--- src/rtl/fft_bitrev_reorder_if.sv ---
// Streaming port bundle for the FFT bit-reversal reorder buffer.
// The producer drives the enable-framed input stream, and the reorder block drives the natural-order output stream.
interface fft_bitrev_reorder_if #(
  parameter int WIDTH = 8
);
  // Handshake: no back-pressure. A sample transfers on every rising edge where
  // its enable is high, and one frame is N consecutive enable-high cycles.
  logic             enable_in;
  logic [WIDTH-1:0] in_re;
  logic [WIDTH-1:0] in_im;
  logic             enable_out;
  logic [WIDTH-1:0] out_re;
  logic [WIDTH-1:0] out_im;
  logic             frame_drop;
  logic             dbg_reading;

  modport master (
    output enable_in, in_re, in_im,
    input  enable_out, out_re, out_im, frame_drop, dbg_reading
  );

  modport slave (
    input  enable_in, in_re, in_im,
    output enable_out, out_re, out_im, frame_drop, dbg_reading
  );
endinterface

--- src/rtl/fft_bitrev_reorder.sv ---
// Ping-pong reorder buffer that turns bit-reversed SDF FFT frames into natural order.
// Writes are scattered to bit-reversed addresses, and reads walk the addresses linearly.
module fft_bitrev_reorder #(
  parameter int N     = 64,
  parameter int WIDTH = 8
) (
  input  logic                 clk,
  input  logic                 rst_n,
  fft_bitrev_reorder_if.slave  bus
);
  localparam int              LOGN = $clog2(N);
  localparam logic [LOGN-1:0] LAST = LOGN'(N - 1);

  typedef enum logic {IDLE = 1'b0, READ = 1'b1} rd_state_t;

  function automatic logic [LOGN-1:0] bitrev(input logic [LOGN-1:0] a);
    logic [LOGN-1:0] r;
    for (int i = 0; i < LOGN; i++) r[i] = a[LOGN-1-i];
    return r;
  endfunction

  logic [2*WIDTH-1:0] mem [0:2*N-1];

  logic [LOGN-1:0] wr_cnt;
  logic            wr_bank;
  logic [LOGN-1:0] rd_cnt, rd_cnt_nxt;
  logic            rd_bank, rd_bank_nxt;
  logic            other_bank;
  logic [1:0]      full, full_set, full_clr;
  rd_state_t       state, state_nxt;
  logic            rd_issue;
  logic            wr_done, drop;

  logic             enable_out_q, frame_drop_q;
  logic [WIDTH-1:0] out_re_q, out_im_q;

  assign wr_done    = bus.enable_in && (wr_cnt == LAST);
  assign drop       = !bus.enable_in && (wr_cnt != '0);
  assign full_set   = wr_done ? (wr_bank ? 2'b10 : 2'b01) : 2'b00;
  assign other_bank = ~rd_bank;

  // The write counter wraps to 0 on its own because N is a power of two.
  always_ff @(posedge clk or negedge rst_n) begin
    if (!rst_n) begin
      wr_cnt  <= '0;
      wr_bank <= 1'b0;
      full    <= 2'b00;
    end else begin
      if (bus.enable_in) begin
        wr_cnt <= wr_cnt + 1'b1;
        if (wr_done) wr_bank <= ~wr_bank;
      end else if (drop) begin
        wr_cnt <= '0;
      end
      full <= (full & ~full_clr) | full_set;
    end
  end

  always_ff @(posedge clk) begin
    if (bus.enable_in) mem[{wr_bank, bitrev(wr_cnt)}] <= {bus.in_re, bus.in_im};
  end

  always_ff @(posedge clk or negedge rst_n) begin
    if (!rst_n) begin
      state   <= IDLE;
      rd_cnt  <= '0;
      rd_bank <= 1'b0;
    end else begin
      state   <= state_nxt;
      rd_cnt  <= rd_cnt_nxt;
      rd_bank <= rd_bank_nxt;
    end
  end

  // A frame completing on the same edge as the last read keeps the stream gapless.
  always_comb begin
    state_nxt   = state;
    rd_cnt_nxt  = rd_cnt;
    rd_bank_nxt = rd_bank;
    rd_issue    = 1'b0;
    full_clr    = 2'b00;
    case (state)
      IDLE: begin
        if (full[rd_bank]) begin
          state_nxt  = READ;
          rd_cnt_nxt = '0;
        end
      end
      READ: begin
        rd_issue   = 1'b1;
        rd_cnt_nxt = rd_cnt + 1'b1;
        if (rd_cnt == LAST) begin
          full_clr[rd_bank] = 1'b1;
          rd_bank_nxt       = other_bank;
          rd_cnt_nxt        = '0;
          if (!(full[other_bank] || full_set[other_bank])) state_nxt = IDLE;
        end
      end
      default: state_nxt = IDLE;
    endcase
  end

  always_ff @(posedge clk or negedge rst_n) begin
    if (!rst_n) begin
      enable_out_q <= 1'b0;
      frame_drop_q <= 1'b0;
      out_re_q     <= '0;
      out_im_q     <= '0;
    end else begin
      enable_out_q <= rd_issue;
      frame_drop_q <= drop;
      if (rd_issue) {out_re_q, out_im_q} <= mem[{rd_bank, rd_cnt}];
    end
  end

  assign bus.enable_out  = enable_out_q;
  assign bus.frame_drop  = frame_drop_q;
  assign bus.out_re      = out_re_q;
  assign bus.out_im      = out_im_q;
  assign bus.dbg_reading = (state == READ);

  // Completing a frame into a bank that still holds an unread frame means the input outran the reader.
  a_no_overrun: assert property (@(posedge clk) disable iff (!rst_n)
    !(wr_done && full[wr_bank]));

endmodule

--- src/flat_wrapper.sv ---
// flat-port wrapper written by rule: the top's interface ports become plain ports
module fft_bitrev_reorder_flat 
#(
  parameter int N     = 64,
  parameter int WIDTH = 8
)
  (clk, rst_n, bus_enable_in, bus_in_re, bus_in_im, bus_enable_out, bus_out_re, bus_out_im, bus_frame_drop, bus_dbg_reading);
  fft_bitrev_reorder_if #(.WIDTH(WIDTH)) bus_i ();
  input  logic clk;
  input  logic rst_n;
  input wire logic [$bits(bus_i.enable_in)-1:0] bus_enable_in;
  input wire logic [$bits(bus_i.in_re)-1:0] bus_in_re;
  input wire logic [$bits(bus_i.in_im)-1:0] bus_in_im;
  output wire logic [$bits(bus_i.enable_out)-1:0] bus_enable_out;
  output wire logic [$bits(bus_i.out_re)-1:0] bus_out_re;
  output wire logic [$bits(bus_i.out_im)-1:0] bus_out_im;
  output wire logic [$bits(bus_i.frame_drop)-1:0] bus_frame_drop;
  output wire logic [$bits(bus_i.dbg_reading)-1:0] bus_dbg_reading;
  assign bus_i.enable_in = bus_enable_in;
  assign bus_i.in_re = bus_in_re;
  assign bus_i.in_im = bus_in_im;
  assign bus_enable_out = bus_i.enable_out;
  assign bus_out_re = bus_i.out_re;
  assign bus_out_im = bus_i.out_im;
  assign bus_frame_drop = bus_i.frame_drop;
  assign bus_dbg_reading = bus_i.dbg_reading;
  fft_bitrev_reorder #(.N(N), .WIDTH(WIDTH)) u_core (.clk(clk), .rst_n(rst_n), .bus(bus_i));
endmodule
--- config.mk ---
export PLATFORM = sky130hd
export DESIGN_NAME = fft_bitrev_reorder_flat
export DESIGN_NICKNAME = d
export VERILOG_FILES = /design/src/rtl/fft_bitrev_reorder_if.sv /design/src/rtl/fft_bitrev_reorder.sv /design/src/flat_wrapper.sv
export SDC_FILE = /design/constraint.sdc
export NUM_CORES = 2
export LEC_CHECK = 0
export CORE_MARGIN = 1
export CORE_UTILIZATION = 45
export CTS_CLUSTER_DIAMETER = 100
export DETAILED_ROUTE_END_ITERATION = 6
export PLACE_DENSITY_LB_ADDON = 0.15
export SLEW_MARGIN = 20
export SYNTH_ARGS = -nofsm -noshare
export SYNTH_HDL_FRONTEND = slang
export SYNTH_SLANG_ARGS = --single-unit
--- constraint.sdc ---
create_clock -name clk -period 4.35 [get_ports clk]
set_input_delay 0.87 -clock clk [delete_from_list [all_inputs] [get_ports clk]]
set_output_delay 0.87 -clock clk [all_outputs]
set_load 0.01 [all_outputs]
==> flow_results.xml <==
<?xml version="1.0" encoding="UTF-8"?>
<metrics>
  <group name="status">
    <metric name="outcome" unit="">finished, final reports clean</metric>
  </group>
  <group name="detailed_routing">
    <metric name="detailedRoute.firstIterationViolations" unit="">4491</metric>
    <metric name="drtAntennaViolNets" unit="">0</metric>
    <metric name="post_drt_wl_per_cell" unit="um">31.9</metric>
    <metric name="drc" unit="">0</metric>
    <metric name="route.detailed.vias_per_inst" unit="">5.99</metric>
    <metric name="detailroute.via_count" unit="">39900</metric>
    <metric name="1st_pass_router_iterations" unit="">6</metric>
    <metric name="totalWireLength" unit="um">212000</metric>
  </group>
  <group name="logic_synthesis">
    <metric name="synthXorXnorAreaFrac" unit="%">0.0654</metric>
    <metric name="synth.lib_cells_used.distinct" unit="">52</metric>
    <metric name="ys_dominant_reg_cell" unit="">edfxtp_1</metric>
    <metric name="async_reset_ff_share" unit="%">1.68</metric>
    <metric name="mappedNetlistNets" unit="">3835</metric>
    <metric name="largest_family_of_logic_cells_by_synthesized_area" unit="">multiplexers</metric>
    <metric name="synthesized_area_fraction_occupied_by_ao_oa_aoi_and_oai_cells" unit="%">4.11</metric>
    <metric name="synthSimpleGateAreaFrac" unit="%">1.98</metric>
    <metric name="synth_top_area_share" unit="%">76.5</metric>
    <metric name="seq_area_frac_synth" unit="%">77.6</metric>
    <metric name="synth_top_area_cell" unit="">edfxtp_1</metric>
    <metric name="synth.cells.most_frequent" unit="">edfxtp_1, mux4_2, mux2i_1</metric>
    <metric name="synth_area_leaders" unit="">edfxtp_1, mux4_2, mux2i_1, a22oi_1, dfrtp_1</metric>
    <metric name="ys_ff_latch" unit="">2083</metric>
    <metric name="post_synth_fa_ha_maj_area_fraction" unit="%">0.0467</metric>
    <metric name="syn_avg_cell_area" unit="um2">21.1</metric>
    <metric name="synth_enable_flop_cells" unit="">2048</metric>
    <metric name="multiplexer_share_of_the_synthesized_area" unit="%">14.4</metric>
    <metric name="post-synth-top-count-cell" unit="">edfxtp_1</metric>
    <metric name="synthCells" unit="">3813</metric>
    <metric name="synth_area" unit="um2">80400</metric>
    <metric name="yosys_warnings" unit="">0</metric>
  </group>
  <group name="clock_tree">
    <metric name="cts-buffers-inserted" unit="">208</metric>
    <metric name="clock_tree.buffer_depth" unit="">3</metric>
    <metric name="cts.repair_timing.setup_buffer_count" unit="">0</metric>
    <metric name="cts_sinks" unit="">2083</metric>
    <metric name="worst_setup_hold_path_clk_slew" unit="ns">0.06</metric>
    <metric name="cts-htree-levels" unit="">4</metric>
    <metric name="cts_hold_buffers" unit="">0</metric>
    <metric name="root_buffer" unit="">clkbuf_16</metric>
    <metric name="tritoncts_clock_tree" unit="">done</metric>
    <metric name="cts_resized" unit="">0</metric>
    <metric name="worst_skew_pair_later_pin_latency" unit="ns">0.85</metric>
  </group>
  <group name="floorplanning">
    <metric name="floorplan.core_area" unit="um2">177000</metric>
    <metric name="fp.dieH" unit="um">425</metric>
    <metric name="die-area" unit="um2">180000</metric>
    <metric name="start_util" unit="%">45.5</metric>
    <metric name="die_width" unit="um">425</metric>
    <metric name="io_pins" unit="">38</metric>
    <metric name="std_cell_rows" unit="">154</metric>
  </group>
  <group name="global_routing">
    <metric name="via_count_of_the_first_global_routing_pass" unit="">39600</metric>
    <metric name="overflow" unit="">0</metric>
    <metric name="antenna_found_initial" unit="">5</metric>
    <metric name="grt_pass1_wl" unit="um">301000</metric>
    <metric name="pin_count_of_the_biggest_net_entering_global_routing" unit="">93</metric>
    <metric name="total_global_route_track_usage" unit="%">23.5</metric>
  </group>
  <group name="sta">
    <metric name="setup_skew_after_layout" unit="ns">0.0500</metric>
    <metric name="finalHoldViolCount" unit="">0</metric>
    <metric name="rsz_0062_raised_after_global_routing" unit="">false</metric>
    <metric name="timing.slew.headroom" unit="%">20.9</metric>
    <metric name="period_share" unit="%">87.8</metric>
    <metric name="finalSetupViolations" unit="">0</metric>
    <metric name="timing.setup.tns" unit="ns">0</metric>
    <metric name="worstMarginPinSlew" unit="ns">1.18</metric>
    <metric name="final-max-slew-violation-count" unit="">0</metric>
    <metric name="max_freq" unit="GHz">0.262</metric>
    <metric name="finalWorstPathRequiredPeriod" unit="ns">3.82</metric>
  </group>
  <group name="power_and_ir_drop">
    <metric name="power-per-cell-area" unit="nW/um2">444</metric>
    <metric name="clock_power_share" unit="%">43.2</metric>
    <metric name="power.net_switching" unit="mW">8.43</metric>
    <metric name="power_switching_share" unit="%">20.7</metric>
    <metric name="peakVddDrop" unit="mV">0.419</metric>
    <metric name="total_power" unit="mW">40.7</metric>
    <metric name="cell_internal_pwr" unit="mW">32.3</metric>
    <metric name="leakage" unit="nW">28.9</metric>
    <metric name="p_comb_share" unit="%">2.0</metric>
    <metric name="power.sequential.fraction" unit="%">54.8</metric>
  </group>
  <group name="placed_design">
    <metric name="dpl_cell_area" unit="um2">85000</metric>
    <metric name="hpwl" unit="um">128000</metric>
    <metric name="placement.io_buffers" unit="">37</metric>
    <metric name="gp_congestion" unit="">0.859</metric>
  </group>
  <group name="worst_setup_path">
    <metric name="timing_worst_setup_path_type" unit="">reg -&gt; reg</metric>
    <metric name="cp_cell_sequence" unit="">buf_12 &gt; buf_12 &gt; buf_12 &gt; mux4_2 &gt; a22oi_1 &gt; a21oi_1 &gt; o22ai_1 &gt; a31oi_1</metric>
    <metric name="worst_path_max_delay_cell" unit="">dfrtp_4</metric>
    <metric name="reg2reg_depth" unit="">8</metric>
    <metric name="worstSetupEndpointType" unit="">flop</metric>
    <metric name="crit_required" unit="ns">5.05</metric>
    <metric name="worst_setup_path_start_kind" unit="">flop</metric>
    <metric name="cpMostUsedCell" unit="">buf_12</metric>
    <metric name="worst_path_largest_cell_delay" unit="ns">0.86</metric>
    <metric name="worst_ep_arrival_time" unit="ns">4.52</metric>
    <metric name="path_max_fanout" unit="">28</metric>
  </group>
  <group name="job">
    <metric name="cap_violations" unit="">0</metric>
  </group>
  <group name="final_layout">
    <metric name="postLayoutCellArea" unit="um2">91800</metric>
    <metric name="drive_above_1_share" unit="%">24.3</metric>
    <metric name="fin_nets" unit="">4157</metric>
    <metric name="layout-area-overhead-vs-synth" unit="%">14.1</metric>
  </group>
  <group name="worst_hold_path">
    <metric name="min_path_type" unit="">in -&gt; async</metric>
  </group>
</metrics>
==> stage by stage <==
step | setup slack [ns] | instances | hold slack [ns] | utilization [%]
floorplan | 1.66 | 3813 | 0.484 | -
global placement | 0.527 | 6264 | 0.515 | 48.1
detailed placement | 0.515 | 6264 | 0.520 | 48.1
CTS | 0.494 | 6650 | 0.0777 | 51.9
global route | 0.407 | 6652 | 0.104 | 51.9
finish | 0.529 | 6655 | 0.103 | 51.9
==> registers in the layout, indices dropped and copies added, names as in the netlist <==
name                    flops
u_core.bus.enable_out       1
u_core.bus.out_re           8
u_core.bus.frame_drop       1
u_core.mem               2048
u_core.wr_cnt               6
u_core.rd_bank              1
u_core.wr_bank              1
u_core.full                 2
u_core.rd_cnt               6
u_core.bus.dbg_reading      1
u_core.bus.out_im           8
==> power by group through the flow <==
stage | Combinational, mW | Sequential [mW] | Clock, mW
after CTS | 0.816 | 22.3 | 17.9
after global placement | 0.799 | 22.7 | 0
after floorplan | 0.224 | 22.7 | 0
final | 0.806 | 22.3 | 17.6
after global routing | 0.861 | 22.3 | 18.6
after detailed placement | 0.817 | 22.7 | 0
==> area by class of cell <==
| class | count | area (um2) |
|---|---|---|
| Antenna cell | 4 | 10.0 |
| Inverter | 7 | 26.3 |
| Clock buffer | 277 | 5510 |
| Timing Repair Buffer | 343 | 3030 |
| Multi-Input combinational cell | 1492 | 16700 |
| Fill cell | 14000 | 85100 |
| Sequential cell | 2083 | 62400 |
| Tap cell | 2340 | 2930 |
| Clock inverter | 109 | 1160 |
==> per-layer routing <==
layer  part of all wire (%)  track usage, %  routed length (um)  up-vias
met2                     48            36.8              101000     1480
met5                  0.012               0                  25        -
met3                    6.6            3.73               14100      261
met4                    2.5            6.41                5200        4
met1                     43            34.5               91600    21400
li1                       -               -                   -    16700
==> worst paths after layout <==
path | slack [ns] | from | end
setup / recovery | 0.53 | u_core.rd_cnt[0] | u_core.bus.out_im[6]
hold / removal | 0.10 | rst_n | u_core.bus.enable_out
setup reg to reg | 0.53 | u_core.rd_cnt[0] | u_core.bus.out_im[6]
hold reg to reg | 0.54 | u_core.bus.dbg_reading | u_core.bus.enable_out
max in group asynchronous | 3.73 | rst_n | u_core.rd_cnt[2]
min in group clk | 0.47 | bus_in_im[5] | u_core.mem[34][5]
==> cell usage in the layout, fill, tap and decap left out, types with 16 or more instances in the layout <==
master | synthesis | layout
mux4_2 | 389 | 389
a221oi_1 | 36 | 36
bufinv_16 | 0 | 16
nor2_1 | 177 | 173
a31oi_1 | 18 | 18
edfxtp_1 | 2048 | 2048
clkinv_2 | 0 | 32
clkbuf_16 | 0 | 208
clkbuf_1 | 103 | 64
buf_4 | 26 | 289
a211oi_1 | 62 | 62
buf_12 | 6 | 31
a22o_1 | 31 | 31
clkinv_1 | 1 | 44
a22oi_1 | 129 | 129
mux2_2 | 17 | 17
dfrtp_1 | 35 | 31
mux2i_1 | 265 | 265
clkdlybuf4s50_1 | 0 | 20
o22ai_1 | 74 | 74
a21oi_1 | 53 | 53
nor3_1 | 59 | 59
nand2_1 | 61 | 61
==> logic make-up after synthesis <==
group / Yosys count
flip-flops: 2083
multiplexers: 671
AO/OA/AOI/OAI: 451
AND/OR/NAND/NOR: 361
buffers and inverters: 238
XOR/XNOR: 6
adder cells (fa/ha/maj): 3
==> worst max-delay path, delay by kind of cell, from the launching register on <==
kind | cells | cell delay, ns
buf+inv | 3 | 0.81
compound gates | 4 | 1.33
flops | 1 | 0.86
mux | 1 | 0.53
Note: power is estimated with default switching activity, not from simulation.
